==> src/rtl/oled_pkg.sv <==
// ----------------------------------------------------------------------------
// oled_pkg
//   Shared definitions for the OLED frame scheduler: the scheduler state
//   enum, the SSD1306-style page-addressing command bytes and a small width
//   helper for counters.
//
//   No ports (package).
// ----------------------------------------------------------------------------
package oled_pkg;

    typedef enum logic [2:0] {
        ST_IDLE     = 3'd0,
        ST_HOST_CMD = 3'd1,
        ST_PAGE_CMD = 3'd2,
        ST_FETCH    = 3'd3,
        ST_DATA     = 3'd4,
        ST_DONE     = 3'd5
    } state_e;

    // Page-address command bytes sent ahead of each page's pixel data.
    localparam logic [7:0] CMD_PAGE_BASE = 8'hB0;  // OR'ed with the page number
    localparam logic [7:0] CMD_COL_LO    = 8'h00;  // column start, low nibble
    localparam logic [7:0] CMD_COL_HI    = 8'h10;  // column start, high nibble

    localparam int PAGE_CMD_LEN = 3;

    // Counter width that stays at least one bit for degenerate sizes.
    function automatic int cnt_width(input int n);
        return (n > 1) ? $clog2(n) : 1;
    endfunction

endpackage

==> src/rtl/oled_page_cmd.sv <==
// ----------------------------------------------------------------------------
// oled_page_cmd
//   Produces the three-byte page-address command sequence for one display
//   page: index 0 -> 0xB0|page, index 1 -> 0x00, index 2 -> 0x10.
//   Pure combinational.
//
//   Ports
//     page_i   in   PAGE_W  page number being addressed
//     index_i  in   2       byte index within the sequence (0..2)
//     byte_o   out  8       command byte for that index (0x00 for index 3)
// ----------------------------------------------------------------------------
module oled_page_cmd
    import oled_pkg::*;
#(
    parameter int PAGE_W = 2
) (
    input  logic [PAGE_W-1:0] page_i,
    input  logic [1:0]        index_i,
    output logic [7:0]        byte_o
);

    logic [7:0] page_ext;

    always_comb begin
        page_ext = 8'(page_i);
        case (index_i)
            2'd0:    byte_o = CMD_PAGE_BASE | page_ext;
            2'd1:    byte_o = CMD_COL_LO;
            2'd2:    byte_o = CMD_COL_HI;
            default: byte_o = 8'h00;
        endcase
    end

endmodule

==> src/rtl/oled_frame_sched.sv <==
// ----------------------------------------------------------------------------
// oled_frame_sched
//   Streams one full frame from a framebuffer to an OLED byte transmitter.
//   For every page it sends the three page-address command bytes (dc=0),
//   then reads COLS bytes from the framebuffer and sends them as data (dc=1).
//   Host command bytes may be injected while idle or between pages, never
//   inside a page's data.
//
//   Build option
//     OLED_HOST_CMD_EN  defined: host command path active (HOST_CMD state).
//                       undefined (default): cmd_valid/cmd_byte ignored,
//                       cmd_ready tied low.
//
//   Ports
//     clock        in   1   clock for all logic
//     reset        in   1   synchronous, active-high reset
//     init_done    in   1   power-up sequencing finished; frames start only then
//     frame_start  in   1   single-cycle frame refresh request
//     cmd_valid    in   1   host command byte offered
//     cmd_byte     in   8   host command byte
//     cmd_ready    out  1   pulses in the cycle the host byte is transmitted
//     fb_addr      out  A   framebuffer read address, A = $clog2(PAGES*COLS)
//     fb_rd        out  1   framebuffer read strobe
//     fb_rdata     in   8   framebuffer byte, valid one cycle after fb_rd
//     tx_valid     out  1   byte offered to the transmitter
//     tx_byte      out  8   byte offered
//     tx_dc        out  1   0 = command byte, 1 = data byte
//     tx_ready     in   1   transmitter accepts tx_byte this cycle
//     busy         out  1   frame or host command in progress (not IDLE)
//     frame_done   out  1   one-cycle pulse after the last data byte
// ----------------------------------------------------------------------------
module oled_frame_sched
    import oled_pkg::*;
#(
    parameter int PAGES = 4,
    parameter int COLS  = 128
) (
    input  logic                          clock,
    input  logic                          reset,
    input  logic                          init_done,
    input  logic                          frame_start,
    input  logic                          cmd_valid,
    input  logic [7:0]                    cmd_byte,
    output logic                          cmd_ready,
    output logic [$clog2(PAGES*COLS)-1:0] fb_addr,
    output logic                          fb_rd,
    input  logic [7:0]                    fb_rdata,
    output logic                          tx_valid,
    output logic [7:0]                    tx_byte,
    output logic                          tx_dc,
    input  logic                          tx_ready,
    output logic                          busy,
    output logic                          frame_done
);

    localparam int ADDR_W = $clog2(PAGES*COLS);
    localparam int PAGE_W = cnt_width(PAGES);
    localparam int COL_W  = cnt_width(COLS);

    localparam logic [PAGE_W-1:0] LAST_PAGE = PAGE_W'(PAGES-1);
    localparam logic [COL_W-1:0]  LAST_COL  = COL_W'(COLS-1);
    localparam logic [1:0]        LAST_IDX  = 2'(PAGE_CMD_LEN-1);

    state_e            state_q, state_d;
    logic [PAGE_W-1:0] page_q, page_d;
    logic [COL_W-1:0]  col_q, col_d;
    logic [1:0]        idx_q, idx_d;      // position in the page command sequence
    logic              pending_q, pending_d;
    logic              rd_q, rd_d;        // fb_rdata carries the fetched byte this cycle
    logic [7:0]        data_q, data_d;    // holds the fetched byte across tx stalls
    logic [7:0]        page_cmd_byte;
    logic              host_req;

`ifdef OLED_HOST_CMD_EN
    assign host_req = cmd_valid;
`else
    logic unused_cmd;
    assign host_req   = 1'b0;
    assign cmd_ready  = 1'b0;
    assign unused_cmd = ^{cmd_valid, cmd_byte};
`endif

    oled_page_cmd #(
        .PAGE_W (PAGE_W)
    ) u_page_cmd (
        .page_i  (page_q),
        .index_i (idx_q),
        .byte_o  (page_cmd_byte)
    );

    assign busy = (state_q != ST_IDLE);

    // ------------------------------------------------------------------
    // State register
    // ------------------------------------------------------------------
    // NOTE: state is updated with non-blocking assignments so every register
    // samples the pre-edge values of the others, independent of block order.
    always_ff @(posedge clock) begin
        if (reset) begin
            state_q   <= ST_IDLE;
            page_q    <= '0;
            col_q     <= '0;
            idx_q     <= '0;
            pending_q <= 1'b0;
            rd_q      <= 1'b0;
            data_q    <= 8'h00;
        end else begin
            state_q   <= state_d;
            page_q    <= page_d;
            col_q     <= col_d;
            idx_q     <= idx_d;
            pending_q <= pending_d;
            rd_q      <= rd_d;
            data_q    <= data_d;
        end
    end

    // ------------------------------------------------------------------
    // Next state and outputs
    // ------------------------------------------------------------------
    always_comb begin
        // NOTE: every signal written below gets a default first, so no path
        // through the case leaves one unassigned and no latch is inferred.
        state_d    = state_q;
        page_d     = page_q;
        col_d      = col_q;
        idx_d      = idx_q;
        pending_d  = pending_q;
        rd_d       = 1'b0;
        // The fetched byte appears on fb_rdata for one cycle only; keep it.
        data_d     = rd_q ? fb_rdata : data_q;
        tx_valid   = 1'b0;
        tx_byte    = 8'h00;
        tx_dc      = 1'b0;
        fb_rd      = 1'b0;
        fb_addr    = '0;
        frame_done = 1'b0;
`ifdef OLED_HOST_CMD_EN
        cmd_ready  = 1'b0;
`endif

        // A start while busy (or idle with init done) is remembered; repeated
        // starts collapse into this single flag.
        if (frame_start && (state_q != ST_IDLE || init_done)) begin
            pending_d = 1'b1;
        end

        case (state_q)
            ST_IDLE: begin
                if (host_req) begin
                    state_d = ST_HOST_CMD;
                end else if (init_done && (pending_q || frame_start)) begin
                    state_d   = ST_PAGE_CMD;
                    page_d    = '0;
                    col_d     = '0;
                    idx_d     = '0;
                    pending_d = 1'b0;
                end
            end

`ifdef OLED_HOST_CMD_EN
            ST_HOST_CMD: begin
                tx_valid = 1'b1;
                tx_byte  = cmd_byte;
                tx_dc    = 1'b0;
                if (tx_ready) begin
                    cmd_ready = 1'b1;
                    // page_q is zero only when the command came from IDLE;
                    // at a page boundary it already points at the next page.
                    state_d   = (page_q != '0) ? ST_PAGE_CMD : ST_IDLE;
                end
            end
`endif

            ST_PAGE_CMD: begin
                tx_valid = 1'b1;
                tx_byte  = page_cmd_byte;
                tx_dc    = 1'b0;
                if (tx_ready) begin
                    if (idx_q == LAST_IDX) begin
                        state_d = ST_FETCH;
                        idx_d   = '0;
                        col_d   = '0;
                    end else begin
                        idx_d = idx_q + 2'd1;
                    end
                end
            end

            ST_FETCH: begin
                fb_rd   = 1'b1;
                fb_addr = ADDR_W'(page_q) * ADDR_W'(COLS) + ADDR_W'(col_q);
                rd_d    = 1'b1;
                state_d = ST_DATA;
            end

            ST_DATA: begin
                tx_valid = 1'b1;
                tx_byte  = data_d;
                tx_dc    = 1'b1;
                if (tx_ready) begin
                    if (col_q != LAST_COL) begin
                        col_d   = col_q + COL_W'(1);
                        state_d = ST_FETCH;
                    end else if (page_q != LAST_PAGE) begin
                        page_d  = page_q + PAGE_W'(1);
                        col_d   = '0;
                        idx_d   = '0;
                        state_d = host_req ? ST_HOST_CMD : ST_PAGE_CMD;
                    end else begin
                        state_d = ST_DONE;
                    end
                end
            end

            ST_DONE: begin
                frame_done = 1'b1;
                page_d     = '0;
                col_d      = '0;
                state_d    = ST_IDLE;
            end

            default: begin
                state_d = ST_IDLE;
            end
        endcase
    end

endmodule

==> config.mk <==
export PLATFORM = sky130hd
export DESIGN_NAME = oled_frame_sched
export DESIGN_NICKNAME = d
export VERILOG_FILES = /design/src/rtl/oled_pkg.sv /design/src/rtl/oled_page_cmd.sv /design/src/rtl/oled_frame_sched.sv
export SDC_FILE = /design/constraint.sdc
export NUM_CORES = 1
export LEC_CHECK = 0
export CAP_MARGIN = 15
export CORE_MARGIN = 2
export CORE_UTILIZATION = 40
export DETAILED_ROUTE_END_ITERATION = 10
export MAX_ROUTING_LAYER = met4
export PLACE_DENSITY_LB_ADDON = 0.15
export SLEW_MARGIN = 30
export SYNTH_ARGS = -nofsm -noshare
export SYNTH_HDL_FRONTEND = slang
export SYNTH_HIERARCHICAL = 1
export SYNTH_SLANG_ARGS = --single-unit
==> constraint.sdc <==
create_clock -name clock -period 1.95 [get_ports clock]
set_input_delay 0.195 -clock clock [delete_from_list [all_inputs] [get_ports clock]]
set_output_delay 0.195 -clock clock [all_outputs]
set_load 0.005 [all_outputs]
==> results of run 1 <==
==> layout by cell type (no fill, tap or decap), types with 2 or more instances in the layout <==
cell / instances
nor3b_1: 2
and3_1: 7
o21ai_1: 4
buf_4: 29
ha_1: 2
nor2_2: 2
mux2i_1: 11
dlymetal6s2s_1: 14
nor4_1: 2
nor2b_4: 2
a31oi_1: 3
a21oi_1: 2
clkdlybuf4s15_1: 2
dfxtp_2: 2
conb_1: 4
clkbuf_4: 3
dfxtp_1: 21
nand3b_1: 2
and2_1: 2
nand3_1: 6
o211ai_1: 3
clkdlybuf4s50_1: 17
nand2_1: 16
o21ai_0: 13
nand4b_1: 2
nor2_1: 17
o2111ai_1: 2
inv_1: 9
a21o_1: 2
a211oi_1: 3
nand4_1: 2
==> through the flow <==
stage | cells | instance area (um2) | setup WS [ns] | setup TNS, ns
finish | 286 | 2170 | -0.0484 | -0.146
global route | 286 | 2170 | -0.136 | -0.471
CTS | 277 | 2020 | -0.208 | -2.15
detailed placement | 270 | 1930 | 0.0235 | 0
global placement | 270 | 1930 | 0.0589 | 0
floorplan | 185 | 1470 | 0.171 | 0
==> kinds of logic (layout without fill, tap and decap cells) <==
family / Yosys count / count (layout) / synth area share [%]
other cells: 2 / 4 / 0.513
xor+xnor: 1 / 1 / 0.598
fa+ha+maj: 2 / 2 / 1.71
simple gates: 71 / 71 / 25.7
buf+inv: 24 / 79 / 8.03
compound gates: 47 / 47 / 22.3
flops: 24 / 24 / 32.8
mux: 12 / 12 / 8.29
==> worst register-to-register path, cell delays in order (launching register included) <==
cell	delay [ns]
dfxtp_2	0.37
buf_8	0.13
buf_4	0.12
mux2_2	0.32
a21oi_1	0.12
buf_4	0.18
nand3_1	0.12
a311o_1	0.36
==> power by group through the flow <==
stage / Clock [uW] / Combinational [uW] / Sequential, uW
5_1_grt: 400 / 296 / 508
3_3_place_gp: 0 / 230 / 516
6_report: 374 / 274 / 506
2_1_floorplan: 0 / 116 / 515
3_5_place_dp: 0 / 236 / 517
4_1_cts: 374 / 245 / 507
==> state kept, by name (all words and copies together), names as in the netlist <==
signal,cells
col_q,7
rd_q,1
data_q,8
state_q,3
idx_q,2
page_q,2
pending_q,1
==> worst max path at each step <==
stage / startpoint / to
final: state_q[1] / fb_addr[4]
after global routing: state_q[1] / fb_addr[4]
after CTS: state_q[1] / tx_byte[0]
after detailed placement: frame_start / col_q[0]
after global placement: frame_start / col_q[0]
after floorplan: state_q[2] / col_q[5]
==> final cells by class <==
cell class              count  area, um2  area share (%)
flip-flops and latches     24        487            22.5
multi-input cells         137        915            42.2
clock buffers               3       22.5            1.04
clock inverters             1       30.0            1.39
inverters                  10       37.5            1.73
well taps                  46       57.6            2.66
repair buffers             65        618            28.5
==> per-layer routing <==
layer | wire, um | vias to the layer above | part of all wire [%]
met5 | 0 | - | 0
met4 | 40 | 0 | 0.93
met3 | 207 | 4 | 4.8
met2 | 2010 | 46 | 47
met1 | 2050 | 724 | 48
li1 | - | 780 | -
==> timing repair <==
item                                    in CTS  in global routing
pin swaps                                    0                  1
setup buffers                                3                  9
resized for setup                           11                 32
endpoints found under the setup margin      20                 22
==> flow_metrics.env, run 1 <==
export IMPL_outcome="complete, but fails checks"
export IMPL_violations="setup timing"
export IMPL_worst_ep_arrival_time_ns=1.80
export IMPL_startpoint_type="flop"
export IMPL_synth_warning_count=6
export IMPL_whs_ns=0.505
export IMPL_yosys_top_cells_count="dfxtp_1, nor2_1, o21ai_0"
export IMPL_crit_cells=5
export IMPL_nets=265
export IMPL_setup_violations=4
export IMPL_diodes=0
export IMPL_drive_above_1_share_pct=21.3
export IMPL_min_from="data_q[0]"
export IMPL_worst_pin_slew_ns=0.544
export IMPL_grt_overflow=0
export IMPL_place_gp_congestion=0.884
export IMPL_power_uw=1150
export IMPL_ys_seq_area_share_pct=32.8
export IMPL_synth_top_area_cell="dfxtp_1"
export IMPL_r2r_cells=7
export IMPL_ff2ff_setup_slack_ns=0.14
export IMPL_skew_ns=0.00850
export IMPL_firstDrtPassIters=4
export IMPL_gr_max_usage_layer="met1"
export IMPL_p_leak_uw=0.00109
export IMPL_antenna_found_initial=0
export IMPL_vias=1554
export IMPL_h_tree_depth=1
export IMPL_p_sw_uw=302
export IMPL_die_height_um=64.5
export IMPL_crit_path_max_fanout=5
export IMPL_synth_seq_cells=24
export IMPL_io_buffers=34
export IMPL_ir_worst_vdd_mv=0.370
export IMPL_cts_tree="done"
export IMPL_crit_buf_inv=3
export IMPL_clk_pin_slew_ns=0.14
export IMPL_synth_ff_type="dfxtp_1"
export IMPL_synth_edf_count=0
export IMPL_rows=21
export IMPL_cp_required_ns=1.75
export IMPL_synth_top_area_share_pct=32.8
export IMPL_track_usage_pct=21.6
export IMPL_yosysUniqueCellTypes=52
export IMPL_syn_area_mm2=0.00146
export IMPL_grt_pass1_vias=1346
export IMPL_io_pins=45
export IMPL_powerDensity_mw_per_mm2=532
export IMPL_relSlewSlack_pct=63.4
export IMPL_initial_core_util_pct=42.9
export IMPL_use_met2_pct=30.5
export IMPL_clockBufferDepth=2
export IMPL_cts_inserted_buffers=3
export IMPL_wirelength_um=4310
export IMPL_intPower_uw=852
export IMPL_crit_chain="buf_4 -> nor2b_4 -> buf_4 -> and3_1 -> clkdlybuf4s50_1"
export IMPL_dr_first_iter_drc_count=70
export IMPL_cts_root_buf="clkbuf_4"
export IMPL_grt_pass1_wl_um=6760
export IMPL_fin_ws_ns=-0.0484
export IMPL_whs_endpoint="data_q[0]"
export IMPL_post_route_util_pct=63.4
export IMPL_fmax_ghz=0.500
export IMPL_rsz0062_at_grt="true"
export IMPL_fp_coreArea_mm2=0.00342
export IMPL_grt_util_met3_pct=2.78
export IMPL_post_drt_wl_per_cell_um=15.1
export IMPL_period_share_pct=102
export IMPL_synthArstFlopShare_pct=0
export IMPL_r2r_start="state_q[2]"
export IMPL_hpwlAfterDp_um=3080
export IMPL_hold_viol=0
export IMPL_switching_share_pct=26.2
export IMPL_min_path_cells=2
export IMPL_synthToLayoutAreaGrowth_pct=48.0
export IMPL_drt_vias_per_instance=5.43
export IMPL_synth_cells=183
export IMPL_avgSynthCellArea_um2=8.00
export IMPL_synth_most_common_cell="dfxtp_1"
export IMPL_finalMaxSlewViolations=0
export IMPL_grt_max_degree=21
export IMPL_final_antenna_net_count=0
export IMPL_period_needed_ns=2.00
export IMPL_hp_class="flop to flop"
export IMPL_critPathKind="flop to output pin"
export IMPL_cp_common_cell="buf_4"
export IMPL_worst_path_largest_cell_delay_ns=0.49
export IMPL_cts_hold_buf=0
export IMPL_maxCapViolCount=0
export IMPL_cp_end_kind="output pin"
export IMPL_p_comb_share_pct=23.7
export IMPL_fp_dieW_um=64.5
export IMPL_cp_slowest_cell="clkdlybuf4s50_1"
export IMPL_clock_sinks=24
export IMPL_cp_top_family="buffers and inverters"
export IMPL_p_clk_share_pct=32.4
export IMPL_r2r_end="col_q[5]"
export IMPL_sequentialPowerShare_pct=43.9
export IMPL_dieArea_mm2=0.00416
export IMPL_clk_insertion_delay_late_ns=0.33
export IMPL_fillers=311
export IMPL_drc=0
export IMPL_synth_area_top_cells="dfxtp_1, mux2i_1, o21ai_0, nor2_1, nand2_1"
export IMPL_grtUsageMet1_pct=32.5
No activity file was read; power rests on OpenSTA's default activity.
==> inputs of run 2 (changes only) <==
- SETUP_SLACK_MARGIN: not set -> 0.5
- clock period: 1.95 -> 2 ns (I/O delays scaled with it)
==> run 2 against run 1 <==
  * The flow now finishes without violations
  * Clock power barely moved
  * Non-clock buffer count rose by 8
  * Sequential power decreased by 2%
  * Critical path type is now flop to flop
  * Critical endpoint is now col_q[0]
==> flow_metrics.env, run 2 (same netlist as run 1, synthesis figures left out) <==
export IMPL_r2r_start="state_q[2]"
export IMPL_r2r_cells=9
export IMPL_place_gp_congestion=0.984
export IMPL_cp_top_family="buffers and inverters"
export IMPL_min_from="idx_q[1]"
export IMPL_hpwlAfterDp_um=2900
export IMPL_outcome="completed"
export IMPL_synthToLayoutAreaGrowth_pct=67.3
export IMPL_fp_coreArea_mm2=0.00342
export IMPL_grt_util_met3_pct=2.78
export IMPL_reg_largest_list="data_q (8), col_q (7), state_q (3)"
export IMPL_drc=0
export IMPL_skew_ns=0.0163
export IMPL_final_antenna_net_count=0
export IMPL_rsz0062_at_grt="true"
export IMPL_startpoint_type="flop"
export IMPL_period_needed_ns=1.79
export IMPL_drive_above_1_share_pct=48.6
export IMPL_sequentialPowerShare_pct=41.1
export IMPL_whs_ns=0.518
export IMPL_min_path_cells=2
export IMPL_fp_dieW_um=64.5
export IMPL_post_drt_wl_per_cell_um=17.6
export IMPL_setup_violations=0
export IMPL_cts_root_buf="clkbuf_4"
export IMPL_hp_class="flop to flop"
export IMPL_cts_inserted_buffers=3
export IMPL_final_area_mm2=0.00245
export IMPL_grt_pass1_wl_um=7840
export IMPL_power_uw=1200
export IMPL_grt_overflow=0
export IMPL_p_sw_uw=345
export IMPL_dieArea_mm2=0.00416
export IMPL_track_usage_pct=24.4
export IMPL_vias=1710
export IMPL_grtUsageMet1_pct=32.1
export IMPL_final_common_cell="buf_6"
export IMPL_cts_hold_buf=0
export IMPL_fmax_ghz=0.558
export IMPL_hold_viol=0
export IMPL_grt_max_degree=15
export IMPL_die_height_um=64.5
export IMPL_initial_core_util_pct=42.9
export IMPL_powerDensity_mw_per_mm2=490
export IMPL_p_leak_uw=0.000969
export IMPL_use_met2_pct=39.1
export IMPL_cp_common_cell="buf_6"
export IMPL_p_clk_share_pct=31.1
export IMPL_rows=21
export IMPL_largest_reg_flops=8
export IMPL_crit_chain="buf_6 -> nor2b_4 -> buf_6 -> buf_6 -> buf_6 -> o2111ai_4 -> buf_6 -> and2_4 -> a41o_1"
export IMPL_cp_end_kind="flop"
export IMPL_finalMaxSlewViolations=0
export IMPL_r2r_end="col_q[0]"
export IMPL_firstDrtPassIters=4
export IMPL_gr_max_usage_layer="met2"
export IMPL_p_comb_share_pct=27.8
export IMPL_worst_ep_arrival_time_ns=2.05
export IMPL_regMostFlops="data_q"
export IMPL_ff2ff_setup_slack_ns=0.21
export IMPL_h_tree_depth=1
export IMPL_fin_ws_ns=0.208
export IMPL_clockBufferDepth=2
export IMPL_cts_tree="done"
export IMPL_whs_endpoint="idx_q[1]"
export IMPL_crit_path_max_fanout=6
export IMPL_clk_insertion_delay_late_ns=0.34
export IMPL_grt_pass1_vias=1660
export IMPL_setup_tns_ns=0
export IMPL_wirelength_um=5200
export IMPL_post_dp_cell_area_mm2=0.00193
export IMPL_cp_slowest_cell="dfxtp_4"
export IMPL_dr_first_iter_drc_count=155
export IMPL_ir_worst_vdd_mv=0.261
export IMPL_antenna_found_initial=0
export IMPL_clk_pin_slew_ns=0.16
export IMPL_place_worst_setup_slack_ns=0.0739
export IMPL_final_cell_mix="buf_6, buf_2, buf_4"
export IMPL_switching_share_pct=28.7
export IMPL_crit_buf_inv=5
export IMPL_drt_vias_per_instance=5.80
export IMPL_diodes=0
export IMPL_maxCapViolCount=0
export IMPL_critPathKind="flop to flop"
export IMPL_io_buffers=34
export IMPL_worst_path_largest_cell_delay_ns=0.39
export IMPL_clock_sinks=24
export IMPL_io_pins=45
export IMPL_period_share_pct=89.6
export IMPL_cp_required_ns=2.26
export IMPL_intPower_uw=856
export IMPL_nets=274
[run 2: cell count changes in the layout (fill, tap and decap cells not counted), sizes merged]
cell,delta
clkdlybuf4s15,-2
buf,+30
dlymetal6s2s,-14
clkdlybuf4s50,-5
or3b,+1
dlygate4sd2,-1
[run 2: how the worst max path moves through the flow]
stage | startpoint | endpoint | cells after the start
2_1_floorplan | state_q[0] | col_q[0] | 5
3_3_place_gp | frame_start | col_q[0] | 5
3_5_place_dp | frame_start | col_q[0] | 5
4_1_cts | state_q[2] | col_q[3] | 9
5_1_grt | state_q[2] | col_q[0] | 9
6_report | state_q[2] | col_q[0] | 9
[run 2: power groups by stage]
stage	combinational, uW	clock (uW)	sequential [uW]
2_1_floorplan	122	0	502
3_3_place_gp	218	0	503
3_5_place_dp	221	0	503
4_1_cts	284	366	494
5_1_grt	352	402	496
6_report	334	373	494
[run 2: final cells by class]
| cell class | instances | area [um2] |
|---|---|---|
| inverters | 10 | 40.0 |
| repair buffers | 73 | 636 |
| clock inverters | 1 | 30.0 |
| multi-input cells | 138 | 1170 |
| flip-flops and latches | 24 | 494 |
| fillers | 261 | 967 |
| clock buffers | 3 | 22.5 |
| well taps | 46 | 57.6 |
[run 2: through the flow]
| stage | util [%] | instances |
|---|---|---|
| 6_report | 71.7 | 295 |
| 5_1_grt | 71.7 | 295 |
| 4_1_cts | 65.4 | 290 |
| 3_5_place_dp | 56.5 | 264 |
| 3_3_place_gp | 56.5 | 264 |
| 2_1_floorplan | - | 185 |
[run 2: layer usage]
layer  wire [um]  vias to the layer above
li1            -                      795
met1        2240                      822
met2        2570                       87
met3         328                        6
met4          57                        0
met5           0                        -
[run 2: what timing repair did]
item / in CTS / in global routing
resized for setup: 149 / 37
setup buffers: 21 / 5
setup endpoints to repair: 35 / 36
gates cloned: 1 / 0
pin swaps: 16 / 10
[run 2: tightest hold or removal path: cells and delay by family, from the launching register on]
family	cells	cell delay (ns)
flops	1	0.39
mux	1	0.05
simple gates	1	0.06
==> inputs of run 3 (changes only) <==
- SETUP_SLACK_MARGIN: 0.5 -> not set
==> run 3 against run 2 <==
  * Sequential power is essentially flat
  * Routed wire length is 19% lower
  * Hold slack got worse by 0.016 ns
  * First-iteration DRC count down 17%
  * Via count shrank 10%
  * Combinational power fell by 27%
  * Global-route usage down 2.5 points
  * Core utilization fell by 12 points
  * Sequential share of layout area rose by 3.4 points
  * Maximum frequency shrank 8.3%
  * Setup slack worse by 0.16 ns
  * Power decreased by 17%
  * Critical path type is now flop to output pin
  * Highest routed layer unchanged
==> flow_metrics.env, run 3 (same netlist as run 1, synthesis figures left out) <==
export IMPL_outcome="completed"
export IMPL_nets=257
export IMPL_rsz0062_at_grt="true"
export IMPL_dr_first_iter_drc_count=128
export IMPL_initial_core_util_pct=42.9
export IMPL_cts_hold_buf=0
export IMPL_p_leak_uw=0.000940
export IMPL_drive_above_1_share_pct=17.7
export IMPL_post_dp_cell_area_mm2=0.00193
export IMPL_finalMaxSlewViolations=0
export IMPL_worst_path_largest_cell_delay_ns=0.47
export IMPL_io_pins=45
export IMPL_grt_max_degree=21
export IMPL_vias=1536
export IMPL_final_area_mm2=0.00206
export IMPL_clk_pin_slew_ns=0.13
export IMPL_h_tree_depth=1
export IMPL_worst_pin_slew_ns=0.504
export IMPL_grt_pass1_wl_um=6930
export IMPL_synthToLayoutAreaGrowth_pct=40.4
export IMPL_period_share_pct=97.7
export IMPL_cp_end_kind="output pin"
export IMPL_track_usage_pct=21.9
export IMPL_fp_coreArea_mm2=0.00342
export IMPL_fillers=335
export IMPL_reg_largest_list="data_q (8), col_q (7), state_q (3)"
export IMPL_post_drt_wl_per_cell_um=15.2
export IMPL_cp_slowest_cell="clkdlybuf4s50_1"
export IMPL_maxCapViolCount=0
export IMPL_cp_top_family="buffers and inverters"
export IMPL_cts_inserted_buffers=3
export IMPL_io_buffers=34
export IMPL_crit_buf_inv=2
export IMPL_dieArea_mm2=0.00416
export IMPL_relSlewSlack_pct=65.5
export IMPL_setup_tns_ns=0
export IMPL_drc=0
export IMPL_cts_root_buf="clkbuf_4"
export IMPL_drt_vias_per_instance=5.53
export IMPL_cts_tree="done"
export IMPL_diodes=0
export IMPL_wirelength_um=4220
export IMPL_crit_path_max_fanout=16
export IMPL_startpoint_type="flop"
export IMPL_fp_dieW_um=64.5
export IMPL_period_needed_ns=1.95
export IMPL_hp_class="flop to flop"
export IMPL_rows=21
export IMPL_whs_ns=0.502
export IMPL_hpwlAfterDp_um=3160
export IMPL_crit_chain="buf_4 -> or3_1 -> clkdlybuf4s50_1"
export IMPL_critPathKind="flop to output pin"
export IMPL_largest_reg_flops=8
export IMPL_firstDrtPassIters=5
export IMPL_setup_violations=0
export IMPL_clk_insertion_delay_late_ns=0.32
export IMPL_antenna_found_initial=0
export IMPL_skew_ns=0.00485
export IMPL_ir_worst_vdd_mv=0.312
export IMPL_final_common_cell="dfxtp_1"
export IMPL_fmax_ghz=0.512
export IMPL_die_height_um=64.5
export IMPL_regMostFlops="data_q"
export IMPL_clockBufferDepth=2
export IMPL_grt_pass1_vias=1434
export IMPL_hold_viol=0
export IMPL_final_cell_mix="dfxtp_1, buf_4, o21ai_0, nor2_1, clkdlybuf4s50_1"
export IMPL_cp_required_ns=1.80
export IMPL_powerDensity_mw_per_mm2=486
export IMPL_grt_overflow=0
export IMPL_final_antenna_net_count=0
export IMPL_place_gp_congestion=0.891
export IMPL_clock_sinks=24
export IMPL_worst_ep_arrival_time_ns=1.75
[run 3: tightest hold or removal path: stages (launching register included)]
cell and delay, ns:
dfxtp_1 0.33, mux2i_1 0.07, nor2_1 0.08
[run 3: timing repair]
item,4_1_cts,5_1_grt
endpoints found under the setup margin,20,9
buffers inserted,2,2
resized for setup,22,14
cloned,0,0
endpoints found under the hold margin,0,0
[run 3: power by group]
part	total, uW	switching, uW	leakage (uW)	internal, uW
Combinational	244	119	0.000724	125
Sequential	493	7.10	0.000195	486
Clock	262	151	0.0000210	111
[run 3: final cells by class]
type                            instances  area [um2]  share of cell area, %
Multi-Input combinational cell        137         906                   44.1
Timing Repair Buffer                   57         534                   26.0
Sequential cell                        24         484                   23.6
Tap cell                               46        57.6                   2.80
Clock buffer                            4        36.3                   1.77
Inverter                               10        37.5                   1.83
[run 3: layer usage]
| metal | up-vias | global-route usage (%) | part of all wire (%) |
|---|---|---|---|
| li1 | 763 | - | - |
| met1 | 715 | 31.7 | 48 |
| met2 | 52 | 33.3 | 46 |
| met3 | 6 | 1.91 | 5.1 |
| met4 | 0 | 5.05 | 0.90 |
| met5 | - | - | 0 |
[run 3: through the flow]
step	setup WS, ns	power [uW]	utilization [%]	std cells
6_report	0.0452	999	60.2	278
5_1_grt	-0.0365	1040	60.2	278
4_1_cts	0.00140	992	58.6	276
3_5_place_dp	0.0436	734	56.6	270
3_3_place_gp	0.132	729	56.6	270
2_1_floorplan	0.221	615	-	185
[run 3: worst paths after layout]
check / slack, ns / endpoint / start / cells after the start
hold / removal: 0.50 / data_q[7] / data_q[7] / 2
setup / recovery: 0.05 / busy / state_q[0] / 3
hold reg to reg: 0.50 / data_q[7] / data_q[7] / 2
setup reg to reg: 0.22 / col_q[0] / state_q[2] / 6
